## config.mk

```make
export PLATFORM = sky130hd
export DESIGN_NAME = lif_neuron_cfg_flat
export DESIGN_NICKNAME = d
export VERILOG_FILES = /design/src/rtl/fpna_pkg.sv /design/src/rtl/lif_neuron_cfg_if.sv /design/src/rtl/neuron_cfg_chain.sv /design/src/rtl/lif_neuron_cfg.sv /design/src/flat_wrapper.sv
export SDC_FILE = /design/constraint.sdc
export NUM_CORES = 1
export LEC_CHECK = 0
export BUFFER_PORTS_ARGS = -buffer_cell sky130_fd_sc_hd__buf_2
export CORE_MARGIN = 2
export CORE_UTILIZATION = 50
export CTS_CLUSTER_DIAMETER = 150
export DETAILED_ROUTE_END_ITERATION = 10
export GPL_TIMING_DRIVEN = 0
export PLACE_DENSITY = 0.7
export SYNTH_ARGS = -nofsm -noshare
export SYNTH_HDL_FRONTEND = slang
export SYNTH_SLANG_ARGS = --single-unit
```

## constraint.sdc

```tcl
create_clock -name clk -period 7.75 [get_ports clk]
set_input_delay 0.3875 -clock clk [delete_from_list [all_inputs] [get_ports clk]]
set_output_delay 0.3875 -clock clk [all_outputs]
set_load 0.05 [all_outputs]
```

## src/rtl/fpna_pkg.sv

```systemverilog
// Shared FPNA constants and configuration-chain geometry helpers.
// The array builder and test code use these to locate neuron fields in the bitstream.
package fpna_pkg;

  localparam int N_DEND_DEF = 3;
  localparam int W_W_DEF    = 3;
  localparam int U_W_DEF    = 5;
  localparam int TSEL_W_DEF = 3;
  localparam int REFR_W_DEF = 2;

  // Each dendrite slot holds {inh, mag[W_W-1:0]}.
  function automatic int dend_off(input int i, input int w_w);
    return i * (w_w + 1);
  endfunction

  function automatic int tsel_off(input int n_dend, input int w_w);
    return n_dend * (w_w + 1);
  endfunction

  function automatic int refr_off(input int n_dend, input int w_w, input int tsel_w);
    return tsel_off(n_dend, w_w) + tsel_w;
  endfunction

  function automatic int thr_off(input int n_dend, input int w_w, input int tsel_w,
                                 input int refr_w);
    return refr_off(n_dend, w_w, tsel_w) + refr_w;
  endfunction

  function automatic int chain_len(input int n_dend, input int w_w, input int tsel_w,
                                   input int refr_w, input int u_w);
    return thr_off(n_dend, w_w, tsel_w, refr_w) + u_w;
  endfunction

endpackage

```

## src/rtl/lif_neuron_cfg_if.sv

```systemverilog
// Neuron tile signal bundle: configuration chain, dendrite/decay inputs, spike and debug outputs.
interface lif_neuron_cfg_if
  import fpna_pkg::*;
#(
  parameter int N_DEND = N_DEND_DEF,
  parameter int TSEL_W = TSEL_W_DEF,
  parameter int U_W    = U_W_DEF
);
  logic                     conf_en;
  logic                     nn_clear;
  logic                     bs_in;
  logic                     bs_out;
  logic [N_DEND-1:0]        dend;
  logic [(2**TSEL_W)-1:0]   dbus;
  logic                     axon;
  logic [U_W-1:0]           u_mon;

  modport slave (
    input  conf_en, nn_clear, bs_in, dend, dbus,
    output bs_out, axon, u_mon
  );

  modport master (
    output conf_en, nn_clear, bs_in, dend, dbus,
    input  bs_out, axon, u_mon
  );
endinterface

```

## src/rtl/neuron_cfg_chain.sv

```systemverilog
// Serial configuration shift register; slices the stored word into neuron fields.
module neuron_cfg_chain
  import fpna_pkg::*;
#(
  parameter int N_DEND = N_DEND_DEF,
  parameter int W_W    = W_W_DEF,
  parameter int TSEL_W = TSEL_W_DEF,
  parameter int REFR_W = REFR_W_DEF,
  parameter int U_W    = U_W_DEF
) (
  input  logic                          clk,
  input  logic                          rst_n,
  input  logic                          shift_en_i,
  input  logic                          bs_i,
  output logic                          bs_o,
  output logic [N_DEND-1:0][W_W-1:0]    mag_o,
  output logic [N_DEND-1:0]             inh_o,
  output logic [TSEL_W-1:0]             tsel_o,
  output logic [REFR_W-1:0]             refr_o,
  output logic [U_W-1:0]                thresh_o
);
  localparam int L    = chain_len(N_DEND, W_W, TSEL_W, REFR_W, U_W);
  localparam int TOFF = tsel_off(N_DEND, W_W);
  localparam int ROFF = refr_off(N_DEND, W_W, TSEL_W);
  localparam int HOFF = thr_off(N_DEND, W_W, TSEL_W, REFR_W);

  logic [L-1:0] cfg_q, cfg_d;

  // First bit shifted in travels to the MSB, so the word is loaded threshold-first.
  always_comb begin
    cfg_d = cfg_q;
    if (shift_en_i) cfg_d = {cfg_q[L-2:0], bs_i};
  end

  always_ff @(posedge clk or negedge rst_n) begin
    if (!rst_n) cfg_q <= '0;
    else        cfg_q <= cfg_d;
  end

  for (genvar i = 0; i < N_DEND; i++) begin : g_dend
    assign mag_o[i] = cfg_q[dend_off(i, W_W) +: W_W];
    assign inh_o[i] = cfg_q[dend_off(i, W_W) + W_W];
  end

  assign tsel_o   = cfg_q[TOFF +: TSEL_W];
  assign refr_o   = cfg_q[ROFF +: REFR_W];
  assign thresh_o = cfg_q[HOFF +: U_W];
  assign bs_o     = cfg_q[L-1];
endmodule

```

## src/rtl/lif_neuron_cfg.sv

```systemverilog
// Configurable leaky integrate-and-fire neuron: signed dendrite weights, selectable leak,
// programmable threshold, refractory hold-off and saturating membrane potential.
module lif_neuron_cfg
  import fpna_pkg::*;
#(
  parameter int N_DEND = N_DEND_DEF,
  parameter int W_W    = W_W_DEF,
  parameter int U_W    = U_W_DEF,
  parameter int TSEL_W = TSEL_W_DEF,
  parameter int REFR_W = REFR_W_DEF
) (
  input  logic             clk,
  input  logic             nn_reset_n,
  lif_neuron_cfg_if.slave  nif
);
  localparam int SUM_W = U_W + $clog2(N_DEND) + 2;

  logic [N_DEND-1:0][W_W-1:0] mag;
  logic [N_DEND-1:0]          inh;
  logic [TSEL_W-1:0]          tsel;
  logic [REFR_W-1:0]          refr;
  logic [U_W-1:0]             thresh;
  logic                       bs_out_w;

  neuron_cfg_chain #(
    .N_DEND(N_DEND), .W_W(W_W), .TSEL_W(TSEL_W), .REFR_W(REFR_W), .U_W(U_W)
  ) u_chain (
    .clk        (clk),
    .rst_n      (nn_reset_n),
    .shift_en_i (nif.conf_en),
    .bs_i       (nif.bs_in),
    .bs_o       (bs_out_w),
    .mag_o      (mag),
    .inh_o      (inh),
    .tsel_o     (tsel),
    .refr_o     (refr),
    .thresh_o   (thresh)
  );

  logic [U_W-1:0]          u_q, u_d;
  logic [REFR_W-1:0]       rcnt_q, rcnt_d;
  logic                    axon_q, axon_d;

  logic [U_W-1:0]          ul;
  logic signed [SUM_W-1:0] sum_s;
  logic [U_W-1:0]          s_clamp;
  logic                    fire;

  // Sum is wide enough that leaked U plus every weight never wraps before the clamp.
  always_comb begin
    ul    = nif.dbus[tsel] ? (u_q >> 1) : u_q;
    sum_s = $signed({{(SUM_W-U_W){1'b0}}, ul});
    for (int i = 0; i < N_DEND; i++) begin
      if (nif.dend[i]) begin
        if (inh[i]) sum_s = sum_s - $signed({{(SUM_W-W_W){1'b0}}, mag[i]});
        else        sum_s = sum_s + $signed({{(SUM_W-W_W){1'b0}}, mag[i]});
      end
    end
    if (sum_s[SUM_W-1])              s_clamp = '0;
    else if (|sum_s[SUM_W-2:U_W])    s_clamp = '1;
    else                             s_clamp = sum_s[U_W-1:0];
    fire = (thresh != '0) && (s_clamp >= thresh);
  end

  // Configuration freezes the neuron; only the spike output is squashed.
  always_comb begin
    u_d    = u_q;
    rcnt_d = rcnt_q;
    axon_d = 1'b0;
    if (nif.conf_en) begin
      u_d    = u_q;
    end else if (nif.nn_clear) begin
      u_d    = '0;
      rcnt_d = '0;
    end else if (rcnt_q != '0) begin
      rcnt_d = rcnt_q - REFR_W'(1);
      u_d    = '0;
    end else if (fire) begin
      axon_d = 1'b1;
      u_d    = '0;
      rcnt_d = refr;
    end else begin
      u_d    = s_clamp;
    end
  end

  always_ff @(posedge clk or negedge nn_reset_n) begin
    if (!nn_reset_n) begin
      u_q    <= '0;
      rcnt_q <= '0;
      axon_q <= 1'b0;
    end else begin
      u_q    <= u_d;
      rcnt_q <= rcnt_d;
      axon_q <= axon_d;
    end
  end

  assign nif.axon   = axon_q;
  assign nif.u_mon  = u_q;
  assign nif.bs_out = bs_out_w;
endmodule

```

## src/flat_wrapper.sv

```systemverilog
// flat-port wrapper written by rule: the top's interface ports become plain ports
module lif_neuron_cfg_flat import fpna_pkg::*;
#(
  parameter int N_DEND = N_DEND_DEF,
  parameter int W_W    = W_W_DEF,
  parameter int U_W    = U_W_DEF,
  parameter int TSEL_W = TSEL_W_DEF,
  parameter int REFR_W = REFR_W_DEF
)
  (clk, nn_reset_n, nif_conf_en, nif_nn_clear, nif_bs_in, nif_dend, nif_dbus, nif_bs_out, nif_axon, nif_u_mon);
  lif_neuron_cfg_if #(.N_DEND(N_DEND), .TSEL_W(TSEL_W), .U_W(U_W)) nif_i ();
  input  logic clk;
  input  logic nn_reset_n;
  input wire logic [$bits(nif_i.conf_en)-1:0] nif_conf_en;
  input wire logic [$bits(nif_i.nn_clear)-1:0] nif_nn_clear;
  input wire logic [$bits(nif_i.bs_in)-1:0] nif_bs_in;
  input wire logic [$bits(nif_i.dend)-1:0] nif_dend;
  input wire logic [$bits(nif_i.dbus)-1:0] nif_dbus;
  output wire logic [$bits(nif_i.bs_out)-1:0] nif_bs_out;
  output wire logic [$bits(nif_i.axon)-1:0] nif_axon;
  output wire logic [$bits(nif_i.u_mon)-1:0] nif_u_mon;
  assign nif_i.conf_en = nif_conf_en;
  assign nif_i.nn_clear = nif_nn_clear;
  assign nif_i.bs_in = nif_bs_in;
  assign nif_i.dend = nif_dend;
  assign nif_i.dbus = nif_dbus;
  assign nif_bs_out = nif_i.bs_out;
  assign nif_axon = nif_i.axon;
  assign nif_u_mon = nif_i.u_mon;
  lif_neuron_cfg #(.N_DEND(N_DEND), .W_W(W_W), .U_W(U_W), .TSEL_W(TSEL_W), .REFR_W(REFR_W)) u_core (.clk(clk), .nn_reset_n(nn_reset_n), .nif(nif_i));
endmodule
```

==> flow_summary.yaml, run 1 <==
run_status:
  status: "complete, but fails checks"
  violations: "negative setup slack"
synthesis:
  yosysWarnings: 0
  syn_area_um2: 3240
  synth_cell_types: 71
  synth_cells: 355
  synthTopCellsByArea: "dfrtp_1, ha_1, mux2_2, o21ai_0, inv_1"
  synth-seq-cells: 30
  synth_top_cell_area_share: 0.232
  ys.flop_type: "dfrtp_1"
  syn_area_per_cell_um2: 9.11
  async_reset_ff_frac: 1.00
  synth_nets: 405
  synth-edff-count: 0
  ys_seq_area_frac: 0.232
  synth_common_cells: "inv_1, nand2_1, dfrtp_1, ha_1, o21ai_0"
  synth_top_cell_by_area: "dfrtp_1"
clock_tree:
  cts_made_buffers: 5
  clock-sinks: 30
  clockBufferDepth: 2
  cts-hold-fix-buffers: 0
  clock_latency_ns: 0.29
  path_clk_slew_ns: 0.08
  cts-root-buf: "clkbuf_8"
  cts_max_level: 2
  cts_tree: "built"
finish:
  drive_above_1_share: 0.371
  antennaDiodeCount: 0
  area_delta_synth_final_pct: 26.0
  nNetsFinal: 461
  finalNonFillerCells: 489
  fin_util: 0.646
setup_path:
  startpoint_type: "register"
  cpMostUsedCell: "a21o_1"
  crit_arrival_ns: 8.01
  cp_max_fo: 5
  cp_slowest_cell: "mux4_2"
  cp-end-kind: "register"
  crit_required_ns: 7.95
  slowest_delay_ns: 0.53
  worstSetupPathType: "reg2reg"
  crit_buf_inv: 5
  cp_top_family: "compound AO/OA/AOI/OAI gates"
detailed_routing:
  wl_per_cell_um: 17.4
  vias_per_cell: 6.04
  drt-initial-drc-count: 155
  dr.pass1.iters: 4
  ant_nets: 0
  route.detailed.drc: 0
  vias: 2954
  finalWirelength_mm: 8.49
placed_design:
  io_buffers: 21
  place_congestion: 0.836
  place_inst: 453
  dp_slack_ns: -1.17
  dp_hpwl_mm: 5.87
die:
  ios: 23
  fp.dieW_um: 84.4
  dieArea_um2: 7130
  initial_core_util: 0.512
  num_rows: 29
  die-height_um: 84.4
  core_um2: 6310
global_routing:
  track_usage: 0.236
  grt_remaining_overflow: 0
  grt_pass1_wl_mm: 13.7
  grt_max_degree: 31
  antenna_found_initial: 0
  use_met1: 0.303
  use_met2: 0.405
  grt_pass1_vias: 2971
  top_usage_layer: "met2"
  met3_usage: 0.0315
sta:
  hold_violations: 0
  worst_slew_pin_slew_ns: 0.691
  rsz0062_at_grt: "true"
  fin_crit_sh: 1.01
  slew_violations: 0
  skew_ns: 0.00444
  fmax_ghz: 0.128
  setup_slack_ns: -0.0648
  period_needed_ns: 7.81
  slew_headroom: 0.539
  finalSetupViolations: 5
worst_hold_path:
  hp-class: "in2async"
flow_run:
  cap_violations: 0
[routing by layer]
metal / vias up / wire [um]
li1: 1412 / -
met1: 1428 / 3730
met2: 90 / 4160
met3: 24 / 348
met4: 0 / 252
met5: - / 0
[layout by cell type, fill, tap and decap left out, drive strengths merged, types with 3 or more instances in the layout]
master   synthesis  final
or2b             3      3
mux2            13     13
nor2b            3      3
inv             34     34
dfrtp           30     30
nor2            20     20
fa               4      4
mux2i            9      9
o211ai           8      8
and2             6      6
nand2           34     34
ha              30     30
a2111oi          3      3
clkinv           1      3
nor4             5      5
nand2b           4      4
clkbuf           5     10
a21oi           19     19
o32ai            5      5
xnor2           10     10
a41oi            6      6
o21a             7      7
buf              7     56
nor3             8      8
a21o             7      7
nor3b            3      3
o21ai           30     30
[timing repair]
action | CTS | global route
gates resized for setup | 30 | 35
setup endpoints to repair | 8 | 7
endpoints found under the hold margin | 0 | 0
pin swaps | 20 | 24
setup buffers | 18 | 10
[per-stage QoR]
stage                     area, um2  hold WS (ns)  TNS (ns)
after floorplan                3240        0.0919         0
after global placement         3440         0.461     -5.21
after detailed placement       3440         0.463     -6.76
after CTS                      3820         0.158         0
after global routing           4080         0.181     -1.68
final                          4080         0.131    -0.187
[worst reg2reg max path, delay by kind of cell, from the launching register on]
family / cells / cell delay (ns)
muxes: 3 / 1.05
xor gates and xnor gates: 1 / 0.17
and+or+nand+nor: 6 / 1.05
buffers and inverters: 5 / 0.60
adders and majority gates: 5 / 1.40
AOI/OAI and AO/OA: 16 / 3.07
DFF: 1 / 0.40
[cell type report]
cell class / count / area (um2)
clock buffers: 5 / 68.8
flip-flops and latches: 30 / 752
fillers: 504 / 2240
inverters: 35 / 131
well taps: 77 / 96.3
repair buffers: 49 / 327
plain buffers: 13 / 116
clock inverters: 3 / 21.3
multi-input cells: 277 / 2560
[kinds of logic (layout without fill, tap and decap cells)]
logic type      Yosys count  count (layout)  share of synthesized area
compound gates          109             109                      0.265
simple gates             98              98                      0.159
buf+inv                  48             105                     0.0766
fa+ha+maj                34              34                      0.141
flops                    30              30                      0.232
mux                      24              24                     0.0944
xor+xnor                 12              12                     0.0325
[registers in the layout, summed over array words and instances (netlist names)]
signal,flops
u_core.rcnt_q,2
u_core.nif.u_mon,5
u_core.nif.axon,1
u_core.u_chain.cfg_q,22
[worst paths after layout]
check,cells past startpoint,endpoint,start,slack (ns)
hold / removal,1,u_core.u_chain.cfg_q[16],nn_reset_n,0.13
min in group clk,2,u_core.rcnt_q[1],nif_nn_clear,0.32
setup reg to reg,36,u_core.nif.u_mon[3],u_core.u_chain.cfg_q[12],-0.06
hold reg to reg,2,u_core.u_chain.cfg_q[2],u_core.u_chain.cfg_q[1],0.51
max in group asynchronous,1,u_core.u_chain.cfg_q[12],nn_reset_n,7.13
setup / recovery,36,u_core.nif.u_mon[3],u_core.u_chain.cfg_q[12],-0.06
Power of run 1 is not shown: default switching activity piles up to over one toggle a cycle in this logic, so the estimate is an artifact.
==> inputs of run 2 (changes only) <==
BUFFER_PORTS_ARGS = unset   (was -buffer_cell sky130_fd_sc_hd__buf_2)
DONT_BUFFER_PORTS = 1   (was unset)
PLACE_DENSITY = 0.67   (was 0.7)
==> flow_summary.yaml, run 2 (synthesis results as in run 1) <==
run_status:
  status: "completed"
sta:
  skew_ns: 0.00719
  fin_crit_sh: 0.996
  slew_violations: 0
  rsz0062_at_grt: "true"
  finalSetupViolations: 0
  fmax_ghz: 0.130
  period_needed_ns: 7.72
  hold_violations: 0
  worst_slew_pin_slew_ns: 0.633
  slew_headroom: 0.578
clock_tree:
  clock-sinks: 30
  cts_made_buffers: 5
  path_clk_slew_ns: 0.08
  clockBufferDepth: 2
  cts_max_level: 2
  cts-root-buf: "clkbuf_8"
  cts_tree: "built"
  clock_latency_ns: 0.29
finish:
  fill_cells: 502
  largest_register: "u_core.u_chain.cfg_q"
  largest_reg_flops: 22
  antennaDiodeCount: 0
  final_cell_mix: "nand2_1, inv_1, dfrtp_1, ha_1, o21ai_0"
  final_common_cell: "nand2_1"
  area_delta_synth_final_pct: 21.6
  nNetsFinal: 436
  postLayoutCellArea_um2: 3940
  drive_above_1_share: 0.313
flow_run:
  cap_violations: 0
setup_path:
  crit_arrival_ns: 7.92
  startpoint_type: "register"
  crit_required_ns: 7.95
  slowest_delay_ns: 0.54
  crit_buf_inv: 4
  cp_max_fo: 4
  worstSetupPathType: "reg2reg"
  cp-end-kind: "register"
  cp_slowest_cell: "mux4_2"
  cp_top_family: "compound AO/OA/AOI/OAI gates"
die:
  die-height_um: 84.4
  fp.dieW_um: 84.4
  initial_core_util: 0.512
  dieArea_um2: 7130
  ios: 23
  core_um2: 6310
  num_rows: 29
global_routing:
  top_usage_layer: "met2"
  met3_usage: 0.0285
  track_usage: 0.243
  antenna_found_initial: 0
  use_met2: 0.429
  grt_remaining_overflow: 0
  grt_pass1_wl_mm: 13.9
  use_met1: 0.307
  grt_max_degree: 31
  grt_pass1_vias: 2893
placed_design:
  io_buffers: 0
  placed_cell_area_um2: 3340
  dp_hpwl_mm: 6.05
  place_congestion: 0.851
detailed_routing:
  dr.pass1.iters: 5
  vias_per_cell: 6.15
  vias: 2854
  wl_per_cell_um: 18.0
  drt-initial-drc-count: 191
  route.detailed.drc: 0
  finalWirelength_mm: 8.34
  ant_nets: 0
worst_hold_path:
  hp-class: "in2reg"
run 2: cell types whose count changed in the layout (fill, tap and decap cells not counted), moves of 2 or more:
cell      change
inv_2         -2
buf_2        -21
buf_4         -3
a211oi_2      -2
buf_6         -3
o32ai_1       +2
o32ai_2       -2
ha_1          +2
run 2: path summary, 6_finish.rpt:
check | start | endpoint | slack [ns] | cells after the start
max | u_core.u_chain.cfg_q[12] | u_core.nif.u_mon[1] | 0.03 | 36
min | nif_nn_clear | u_core.rcnt_q[1] | 0.20 | 1
max reg2reg | u_core.u_chain.cfg_q[12] | u_core.nif.u_mon[1] | 0.03 | 36
min reg2reg | u_core.u_chain.cfg_q[9] | u_core.u_chain.cfg_q[10] | 0.52 | 2
max in group asynchronous | nn_reset_n | u_core.u_chain.cfg_q[12] | 7.04 | 2
min in group asynchronous | nn_reset_n | u_core.u_chain.cfg_q[14] | 0.53 | 2
run 2: layout make-up:
class / instances / area [um2] / area share
plain buffers: 13 / 116 / 0.0296
well taps: 77 / 96.3 / 0.0245
flip-flops and latches: 30 / 752 / 0.191
clock inverters: 3 / 21.3 / 0.00541
inverters: 35 / 134 / 0.0340
clock buffers: 5 / 68.8 / 0.0175
repair buffers: 24 / 195 / 0.0496
multi-input cells: 277 / 2550 / 0.648
run 2: metal layers:
metal  wire [um]  share of wire  vias up
met5           0              0        -
met4         291          0.035        0
met3         361          0.043       21
met2        4100           0.49      100
met1        3580           0.43     1366
li1            -              -     1367
run 2: per-stage QoR:
step	setup WS, ns	hold WS (ns)	cells	utilization	setup TNS [ns]
2_1_floorplan	0.00574	0.0919	355	-	0
3_3_place_gp	-0.968	0.0927	432	0.529	-5.31
3_5_place_dp	-1.14	0.0925	432	0.529	-6.47
4_1_cts	0.0261	0.200	460	0.600	0
5_1_grt	-0.322	0.194	464	0.623	-1.50
6_report	0.0299	0.204	464	0.623	0
run 2: repair_timing:
action / 4_1_cts / 5_1_grt
gates resized for setup: 38 / 21
endpoints found under the hold margin: 30 / 0
cloned: 0 / 0
buffers inserted: 18 / 4
pin swaps: 20 / 23
setup endpoints to repair: 8 / 6
hold buffers: 2 / 0
Power of run 2 is left out for the same reason.
==> inputs of run 3 (changes only) <==
CORE_UTILIZATION = 34   (was 50)
PLACE_DENSITY = 0.49   (was 0.67)
SYNTH_HIERARCHICAL = 1   (was unset)
==> flow_summary.yaml, run 3 <==
die:
  fp.dieW_um: 97.8
  ios: 23
  core_um2: 8640
  die-height_um: 97.8
  num_rows: 34
  dieArea_um2: 9560
  initial_core_util: 0.346
clock_tree:
  clock_latency_ns: 0.28
  cts-root-buf: "clkbuf_8"
  cts_made_buffers: 5
  clockBufferDepth: 2
  cts_max_level: 2
  cts_tree: "built"
  path_clk_slew_ns: 0.07
  clock-sinks: 30
detailed_routing:
  finalWirelength_mm: 7.09
  vias_per_cell: 5.32
  route.detailed.drc: 0
  ant_nets: 0
  drt-initial-drc-count: 79
  dr.pass1.iters: 4
  vias: 2420
  wl_per_cell_um: 15.6
sta:
  slew_violations: 0
  setup_slack_ns: 0.0174
  finalSetupTns_ns: 0
  hold_violations: 0
  fin_crit_sh: 0.998
  worst_slew_pin_slew_ns: 0.790
  whs_ns: 0.202
  fmax_ghz: 0.129
  slew_headroom: 0.460
  period_needed_ns: 7.73
  skew_ns: 0.00589
  finalSetupViolations: 0
  rsz0062_at_grt: "true"
global_routing:
  grt_max_degree: 31
  grt_pass1_vias: 2483
  grt_remaining_overflow: 0
  grt_pass1_wl_mm: 11.8
  track_usage: 0.149
  antenna_found_initial: 0
finish:
  nNetsFinal: 396
  final_common_cell: "dfrtp_1"
  largest_reg_flops: 22
  largest_register: "u_core/u_chain/cfg_q"
  final_cell_mix: "dfrtp_1, mux2_2, inv_1, ha_1, nor2_1"
  fin_util: 0.430
  drive_above_1_share: 0.326
  antennaDiodeCount: 0
  area_delta_synth_final_pct: 24.0
placed_design:
  io_buffers: 0
  dp_slack_ns: -0.734
  place_congestion: 0.852
  dp_hpwl_mm: 5.35
setup_path:
  cp_slowest_cell: "mux4_2"
  crit_required_ns: 7.95
  slowest_delay_ns: 0.54
  worstSetupPathType: "reg2reg"
  cp_max_fo: 5
  cpMostUsedCell: "ha_4"
  crit_arrival_ns: 7.93
  cp-end-kind: "register"
  startpoint_type: "register"
synthesis:
  synth_cell_types: 63
  syn_area_per_cell_um2: 9.32
  synth_common_cells: "dfrtp_1, ha_1, mux2_2, inv_1, nor2_1"
  synth_top_cell_by_area: "dfrtp_1"
  synth_cells: 321
  async_reset_ff_frac: 1.00
  syn_area_um2: 2990
  synth_top_cell_area_share: 0.251
  synth-edff-count: 0
  synth-seq-cells: 30
  yosysWarnings: 6
  ys_seq_area_frac: 0.251
  synthTopCellsByArea: "dfrtp_1, ha_1, mux2_2, mux2i_1, inv_1"
  synth_nets: 371
  ys.flop_type: "dfrtp_1"
flow_run:
  cap_violations: 0
run_status:
  status: "completed"
worst_hold_path:
  hp-class: "in2reg"
==> run 3: worst max-delay path: cells and delay by family, from the launching register on <==
kind	cells	cell delay, ns
AOI/OAI and AO/OA	12	2.31
adders and majority gates	5	1.40
DFF	1	0.41
and+or+nand+nor	10	1.97
xor gates and xnor gates	1	0.15
buffers and inverters	3	0.14
muxes	4	1.28
==> run 3: timing repair <==
item / 4_1_cts / 5_1_grt
hold buffers: 2 / 0
setup endpoints to repair: 8 / 8
resized for setup: 42 / 22
buffers inserted: 12 / 5
pin swaps: 25 / 20
endpoints found under the hold margin: 30 / 0
==> run 3: path summary, 6_finish.rpt <==
path                                           from                       to  slack (ns)  cells after the start
setup reg to reg           u_core/u_chain/cfg_q[13]      u_core/nif.u_mon[4]        0.02                     35
hold / removal                         nif_nn_clear         u_core/rcnt_q[1]        0.20                      1
setup / recovery           u_core/u_chain/cfg_q[13]      u_core/nif.u_mon[4]        0.02                     35
max in group asynchronous                nn_reset_n  u_core/u_chain/cfg_q[6]        7.04                      2
min in group asynchronous                nn_reset_n  u_core/u_chain/cfg_q[9]        0.54                      2
hold reg to reg             u_core/u_chain/cfg_q[3]  u_core/u_chain/cfg_q[3]        0.53                      1
==> run 3: routing by layer <==
layer	vias up	share of wire	GRT usage
li1	1221	-	-
met1	1168	0.48	0.192
met2	20	0.49	0.263
met3	11	0.016	0.0222
met4	0	0.015	0.0385
met5	-	0	0
==> run 3: area by class of cell <==
class	instances	area (um2)
buffer	10	56.3
clock buffer	6	82.6
clock inverter	2	12.5
fill	851	4920
inverter	31	116
multi-input combinational	250	2400
sequential	30	751
tap	108	135
timing repair buffer	18	158
==> run 3: cells by family after synthesis <==
| kind of cell | count (synthesis) | synth area share |
|---|---|---|
| AO/OA/AOI/OAI | 75 | 0.178 |
| adder cells (fa/ha/maj) | 34 | 0.152 |
| XOR/XNOR | 11 | 0.0322 |
| buffers and inverters | 41 | 0.0577 |
| multiplexers | 46 | 0.179 |
| flip-flops | 30 | 0.251 |
| AND/OR/NAND/NOR | 84 | 0.150 |
==> run 3: per-stage QoR <==
stage / area (um2) / cells
after floorplan: 2990 / 321
after global placement: 3130 / 429
after detailed placement: 3130 / 429
after CTS: 3570 / 451
after global routing: 3710 / 455
final: 3710 / 455
Power of run 3 is left out for the same reason.
